===== src/rtl/regfile_pkg.sv =====
// rtl/regfile_pkg.sv - shared sizes and requester enum for the register-file write-back path
package regfile_pkg;

    localparam int DATA_W    = 16;
    localparam int NREGS     = 4;
    localparam int REG_IDX_W = $clog2(NREGS);

    typedef enum logic {
        REQ_A = 1'b0,
        REQ_B = 1'b1
    } req_e;

    // B is treated as the previous winner so A takes the first tie
    localparam req_e LAST_GRANT_RST = REQ_B;

endpackage


===== src/rtl/rr_arb2.sv =====
// rtl/rr_arb2.sv - two-requester round-robin arbiter; req[0]=A, req[1]=B
module rr_arb2
    import regfile_pkg::*;
(
    input  logic       clk,
    input  logic       rst_n,
    input  logic [1:0] req,
    input  logic       accept,
    output logic [1:0] gnt
);

    req_e last_q;
    req_e last_d;

    always_comb begin
        gnt[0] = req[0] & (~req[1] | (last_q == REQ_B));
        gnt[1] = req[1] & (~req[0] | (last_q == REQ_A));
        last_d = last_q;
        if (accept) begin
            last_d = gnt[1] ? REQ_B : REQ_A;
        end
    end

    always_ff @(posedge clk or negedge rst_n) begin
        if (!rst_n) begin
            last_q <= LAST_GRANT_RST;
        end else begin
            last_q <= last_d;
        end
    end

endmodule


===== src/rtl/regfile_wb_ctrl.sv =====
// rtl/regfile_wb_ctrl.sv - shares the register-file write port between A and B and tracks pending destinations
module regfile_wb_ctrl
    import regfile_pkg::*;
#(
    parameter  int DATA_W = regfile_pkg::DATA_W,
    parameter  int NREGS  = regfile_pkg::NREGS,
    localparam int IDX_W  = $clog2(NREGS)
) (
    input  logic              clk,
    input  logic              rst_n,
    input  logic              a_valid,
    input  logic [IDX_W-1:0]  a_reg,
    input  logic [DATA_W-1:0] a_data,
    output logic              a_ready,
    input  logic              b_valid,
    input  logic [IDX_W-1:0]  b_reg,
    input  logic [DATA_W-1:0] b_data,
    output logic              b_ready,
    output logic              rf_we,
    output logic [IDX_W-1:0]  rf_reg,
    output logic [DATA_W-1:0] rf_data,
    input  logic              iss_valid,
    input  logic [IDX_W-1:0]  iss_reg,
    output logic              iss_ready,
    input  logic [IDX_W-1:0]  rd_reg1,
    input  logic [IDX_W-1:0]  rd_reg2,
    output logic              hazard,
    input  logic              flush,
    output logic [NREGS-1:0]  busy
);

    logic [1:0]        gnt;
    logic              rf_we_q,   rf_we_d;
    logic [IDX_W-1:0]  rf_reg_q,  rf_reg_d;
    logic [DATA_W-1:0] rf_data_q, rf_data_d;
    logic [NREGS-1:0]  busy_q,    busy_d;
    logic [NREGS-1:0]  set_mask;
    logic [NREGS-1:0]  clr_mask;

    // Accept is just "someone was granted": ready implies a transfer.
    rr_arb2 u_arb (
        .clk    (clk),
        .rst_n  (rst_n),
        .req    ({b_valid, a_valid}),
        .accept (|gnt),
        .gnt    (gnt)
    );

    assign a_ready = gnt[0];
    assign b_ready = gnt[1];

    always_comb begin
        rf_we_d   = 1'b0;
        rf_reg_d  = rf_reg_q;
        rf_data_d = rf_data_q;
        if (gnt[0]) begin
            rf_we_d   = 1'b1;
            rf_reg_d  = a_reg;
            rf_data_d = a_data;
        end else if (gnt[1]) begin
            rf_we_d   = 1'b1;
            rf_reg_d  = b_reg;
            rf_data_d = b_data;
        end
    end

    // A register retiring this cycle may be re-issued; set is applied after clear so it wins.
    always_comb begin
        iss_ready = ~busy_q[iss_reg] | (rf_we_q & (rf_reg_q == iss_reg));
        hazard    = busy_q[rd_reg1] | busy_q[rd_reg2];
        clr_mask  = '0;
        set_mask  = '0;
        if (rf_we_q) begin
            clr_mask[rf_reg_q] = 1'b1;
        end
        if (iss_valid && iss_ready) begin
            set_mask[iss_reg] = 1'b1;
        end
        busy_d = (busy_q & ~clr_mask) | set_mask;
        if (flush) begin
            busy_d = '0;
        end
    end

    always_ff @(posedge clk or negedge rst_n) begin
        if (!rst_n) begin
            rf_we_q   <= 1'b0;
            rf_reg_q  <= '0;
            rf_data_q <= '0;
            busy_q    <= '0;
        end else begin
            rf_we_q   <= rf_we_d;
            rf_reg_q  <= rf_reg_d;
            rf_data_q <= rf_data_d;
            busy_q    <= busy_d;
        end
    end

    assign rf_we   = rf_we_q;
    assign rf_reg  = rf_reg_q;
    assign rf_data = rf_data_q;
    assign busy    = busy_q;

endmodule


===== config.mk =====
export PLATFORM = sky130hd
export DESIGN_NAME = regfile_wb_ctrl
export DESIGN_NICKNAME = d
export VERILOG_FILES = /design/src/rtl/regfile_pkg.sv /design/src/rtl/rr_arb2.sv /design/src/rtl/regfile_wb_ctrl.sv
export SDC_FILE = /design/constraint.sdc
export NUM_CORES = 1
export LEC_CHECK = 0
export BUFFER_PORTS_ARGS = -buffer_cell sky130_fd_sc_hd__buf_2
export CORE_MARGIN = 8
export CORE_UTILIZATION = 42
export DETAILED_ROUTE_END_ITERATION = 10
export PLACE_DENSITY = 0.79
export SKIP_LAST_GASP = 1
export SYNTH_ARGS = -nofsm -noshare
export SYNTH_HDL_FRONTEND = slang
export SYNTH_SLANG_ARGS = --single-unit

===== constraint.sdc =====
create_clock -name clk -period 1.44 [get_ports clk]
set_input_delay 0.072 -clock clk [delete_from_list [all_inputs] [get_ports clk]]
set_output_delay 0.072 -clock clk [all_outputs]
set_load 0.02 [all_outputs]

---- Yosys cells after proc, flatten, opt, wreduce, memory -nomap -nowiden ----
Index checks and enable logic that the tools add are counted.
storage, ports and cells
  bits in registers ....................... 24
  bits of input ports ..................... 48
  output and inout port bits .............. 27
  logic and storage cells ................. 50
operators by class
  magnitude comparators ................... 6
  equal/unequal tests ..................... 1
  multiplexer cells ....................... 19
  bitwise operators ....................... 14
  reduce and logical (&&, ||, !) cells .... 5
operator list
  cell                                                                    count
  16-bit two-way mux                                                      2
  2-bit by 3-bit < comparator with 1-bit output (second input constant)   4
  4-bit two-way mux                                                       3
  1-bit two-way mux                                                       7
  1-bit binary-select mux with 2-bit select                               3
  4-bit AND                                                               1
  1-bit demux with 2-bit select                                           2
  2-bit by 1-bit >= comparator with 1-bit output (second input constant)  2
  2-bit two-way mux                                                       2
  1-bit inverter                                                          4
  4-bit inverter                                                          1
  1-bit OR                                                                4
  4-bit OR                                                                1
  1-bit AND                                                               3
  1-bit logical AND                                                       3
  2-bit equality test                                                     1
  2-bit nonzero test                                                      1
  2-bit OR reduction                                                      1

---- Logic depth before layout (Yosys ltp) ----
  depth in word-level cells ............... 9
  depth in mapped cells ................... 6
  gate-level depth less buffers ........... 4

---- Modules after synthesis ----
From an unflattened synthesis, not the netlist that was laid out.
unflattened totals
  cell total of the unflattened synthesis .. 128
  area total of the unflattened synthesis .. 1291.2 sq um
by module, submodules not included
  module           times used  cells each  area an instance (sq um)  sequential area each (sq um)
  regfile_wb_ctrl  1           123         1227.4                    575.6
  rr_arb2          1           5           63.8                      26.3

---- Least setup slack after synthesis ----
OpenSTA, ideal clock, no wires.
  path kind ............................... reg2reg
  from .................................... register rf_reg_q[1], in the netlist rf_reg[1]
  to ...................................... register busy_q[0], in the netlist busy[0]
  setup time .............................. 0.110 ns
  arrival ................................. 1.278 ns
  required time ........................... 1.330 ns
  slack ................................... 0.051 ns
  cell stages (with the launch flop) ...... 5
  buffers on the path ..................... 0
  period minus slack after synthesis ...... 1.389 ns
  path through ............................ dfrtp_1 > xor2_1 > nor3_1 > a211oi_2 > o41ai_1
on the way
  longest elaborated chain between the ends .. 9
  elaborated cells on any way between the ends .. 15
  classes of those cells .................. order compare: 2; eq/ne: 1; mux: 5; bitwise: 5; reduce/logical: 2
ends and longest elaborated chain
  what                                                                                                                                   line                   text
  from (decl)                                                                                                                            regfile_wb_ctrl.sv:34  logic [IDX_W-1:0] rf_reg_q, rf_reg_d;
  from (signal assigned)                                                                                                                 regfile_wb_ctrl.sv:93  rf_reg_q <= rf_reg_d;
  2-bit by 3-bit < comparator with 1-bit output (not written as such) or 2-bit by 1-bit >= comparator with 1-bit output (tied branches)  regfile_wb_ctrl.sv:74  clr_mask[rf_reg_q] = 1'b1;
  1-bit logical AND (not written as such)                                                                                                regfile_wb_ctrl.sv:74
  1-bit two-way mux (not written as such)                                                                                                regfile_wb_ctrl.sv:74
  1-bit demux with 2-bit select                                                                                                          regfile_wb_ctrl.sv:74
  4-bit two-way mux                                                                                                                      regfile_wb_ctrl.sv:73  if (rf_we_q) begin
  4-bit inverter                                                                                                                         regfile_wb_ctrl.sv:79  busy_d = (busy_q & ~clr_mask) | set_mask;
  4-bit AND                                                                                                                              regfile_wb_ctrl.sv:79
  4-bit OR *                                                                                                                             regfile_wb_ctrl.sv:79
  4-bit two-way mux *                                                                                                                    regfile_wb_ctrl.sv:80  if (flush) begin
  via busy_d[0]                                                                                                                          regfile_wb_ctrl.sv:36  logic [NREGS-1:0] busy_q, busy_d;
  to (signal assigned)                                                                                                                   regfile_wb_ctrl.sv:95  busy_q <= busy_d;
  to (decl)                                                                                                                              regfile_wb_ctrl.sv:36
Mark *: on every way through the listed nets, which the timed path passes. The rest lies on a longest branch.
A chain may end at the register's enable or synchronous reset.

---- Final worst setup path ----
  from .................................... register u_arb.last_q
  to ...................................... output a_ready
on the way
  longest elaborated chain between the ends .. 2
ends and longest elaborated chain
  what                    line                   text
  from (decl)             rr_arb2.sv:12          req_e last_q;
  from (signal assigned)  rr_arb2.sv:28          last_q <= last_d;
  1-bit OR                rr_arb2.sv:16          gnt[0] = req[0] & (~req[1] | (last_q == REQ_B));
  1-bit AND               rr_arb2.sv:16
  to (decl)               regfile_wb_ctrl.sv:14  output logic a_ready,
Every way passes these cells.

==> results.toml <==
[synth]
synth_ff_type = "dfrtp_1"
synth_cells = 135
synth_top_family_by_area = "compound AO/OA/AOI/OAI gates"
synth_area_leaders = "dfrtp_1 48%, nor2_1 11%, o22ai_1 9.9%"
synth_area_per_cell_sq_um = 8.92
synth.top_cell.area_share = 0.478
synthSimpleGateAreaFrac = 0.178
synth_xor_area_frac = 0.0146
yosys-mux-area-fraction = 0.0291
ys_seq_area_frac = 0.500
yosys.area.top_type = "dfrtp_1"
synth_area_sq_mm = 0.00120
synth_fp_nets = 183
synth_fa_ha_area_frac = 0
synth-edff-count = 0
synth-compound-area-share = 0.208
synthArstFlopShare = 1.00
ys_ff_latch = 24
synthTopCellsByCount = "34 x nor2_1, 23 x dfrtp_1, 19 x o22ai_1"
synth.most_common_cell = "nor2_1"
ys_warn_count = 0
synth_cell_types = 31

[final_layout]
diodes = 0
fin_cells = 259
drive_gt1_frac = 0.439
largest_register_ffs = 16
syn_to_final_growth_pct = 56.8
final_core_util = 0.690
nNetsFinal = 277

[setup_path]
cp-start-kind = "register"
critical_path_class = "register to output port"
arrival_ns = 1.38
required_ns = 1.37
worstReg2RegEnd = "busy[0]"
critPathCaptureType = "output port"
regToRegStartpoint = "busy[0]"
r2r_slack_ns = 0.05
cp_max_fo = 3
ff2ff_path_depth = 4

[timing]
fin_worst_skew_ns = 0.00556
rsz0062_at_grt = "yes"
slew_headroom = 0.651
hold_viol_final = 0
final_max_slew_viol_count = 0
max_slew.worst_pin.slew_ns = 0.524
timing.final.ws_setup_ns = -0.0106
setup_viol = 1
finalCriticalPeriod_ns = 1.45
clock.fmax_ghz = 0.689
finalCritPeriodShare = 1.01

[detailed_routing]
vias_per_cell = 5.32
totalWireLength_um = 3920
dr.pass1.iters = 4
drt-initial-drc-count = 61
wl_per_cell_um = 15.1
remaining_drc_errors = 0
ant_nets = 0
vias = 1377

[global_routing]
antenna_found_initial = 0
overflow = 0
grt_pass1_vias = 1417
grt_pass1_wl_um = 6500
grt_max_degree = 25
grt_use_total = 0.158

[die]
die_y_um = 69.5
die_area_sq_mm = 0.00484
core_area_sq_mm = 0.00273
die_w_um = 69.5
num_rows = 19
start_util = 0.440
ioPinCount = 75

[clock_network]
cts_root_buf = "clkbuf_4"
htreeDepth = 1
worstSkewPairLatency_ns = 0.30
cts_tree = "done"
cts.clk_slew.worst_paths_ns = 0.12
cts_buffers = 3
clk_path_buf_depth = 2
cts.sinks = 24

[power_and_ir_drop]
p_leak_nw = 0.964
ir_drop_mv = 0.689
power.density_mw_per_mm2 = 920
p_total_w = 0.00174

[job]
maxCapViolations = 0

[placement]
dp.cells = 238
gp_congestion = 0.811
hpwl_um = 2760
portBuffers = 74

[run_status]
violations = "setup timing"
status = "finished with violations"

[min_path]
hold_path.startpoint = "b_data[12]"
whs_endpoint = "rf_data[12]"
worstHoldPathCells = 3
hold_class = "input pin to register"
[layout by cell type (no fill, tap or decap), types with 3 or more instances in the layout]
cell type      netlist  final
buf_2                2     72
buf_4                1      8
nand3_1              4      4
clkbuf_4             0      3
dfrtp_1             23     23
inv_1               11     11
a21oi_1              3      3
nand2_1              6      4
nor2_1              34     34
dlygate4sd3_1        0     12
o22ai_1             19     17
buf_6                1      4
[power breakdown]
| part | total (W) | switching [W] | internal (W) |
|---|---|---|---|
| registers | 0.000799 | 0.0000454 | 0.000753 |
| logic | 0.000639 | 0.000356 | 0.000282 |
| clock network | 0.000298 | 0.000190 | 0.000108 |
[stage by stage]
step / cell area, sq um / worst slack (ns) / TNS [ns] / hold WS, ns
floorplan: 1200 / 0.0514 / 0 / -0.224
global placement: 1630 / 0.137 / 0 / 0.0743
detailed placement: 1630 / 0.0761 / 0 / 0.0777
CTS: 1830 / -0.00293 / -0.00293 / 0.00182
global route: 1890 / -0.0753 / -0.191 / 0.0110
finish: 1890 / -0.0106 / -0.0106 / 0.00736
[kinds of logic (layout without fill, tap and decap cells)]
logic type	Yosys count	count (layout)
xor gates and xnor gates	2	2
muxes	3	3
DFF	24	24
AOI/OAI and AO/OA	37	37
and+or+nand+nor	50	50
buffers and inverters	19	112
[how the worst max path moves through the flow]
stage,from,to,depth (start not counted)
floorplan,rf_reg[1],busy[0],4
global placement,rf_reg[1],busy[2],4
detailed placement,rf_reg[1],busy[0],4
CTS,u_arb.last_q,a_ready,5
global route,rf_reg[1],iss_ready,4
finish,u_arb.last_q,a_ready,5
[critical path, cell delays in order (launching register included)]
cell and delay (ns):
dfstp_2 0.57, nand2b_4 0.14, nand2_4 0.06, buf_12 0.13, inv_1 0.06, buf_6 0.12
[layout make-up]
type	count	area, sq um
repair buffers	97	606
inverters	11	41.3
well taps	31	38.8
fillers	215	847
multi-input cells	92	573
flip-flops and latches	24	602
clock buffers	4	26.3
[repair_timing]
action,in CTS,in global routing
gates resized for setup,8,8
hold buffers,12,0
endpoints found under the setup margin,3,22
gates cloned,0,0
setup buffers,3,2
pin swaps,1,2
hold endpoints to repair,36,0
[layer usage]
metal  global-route usage  wire length, um
met5                    0                0
met4               0.0410               36
met3               0.0629              376
met2                0.279             1900
met1                0.170             1610
No activity file was read; power rests on OpenSTA's default activity.
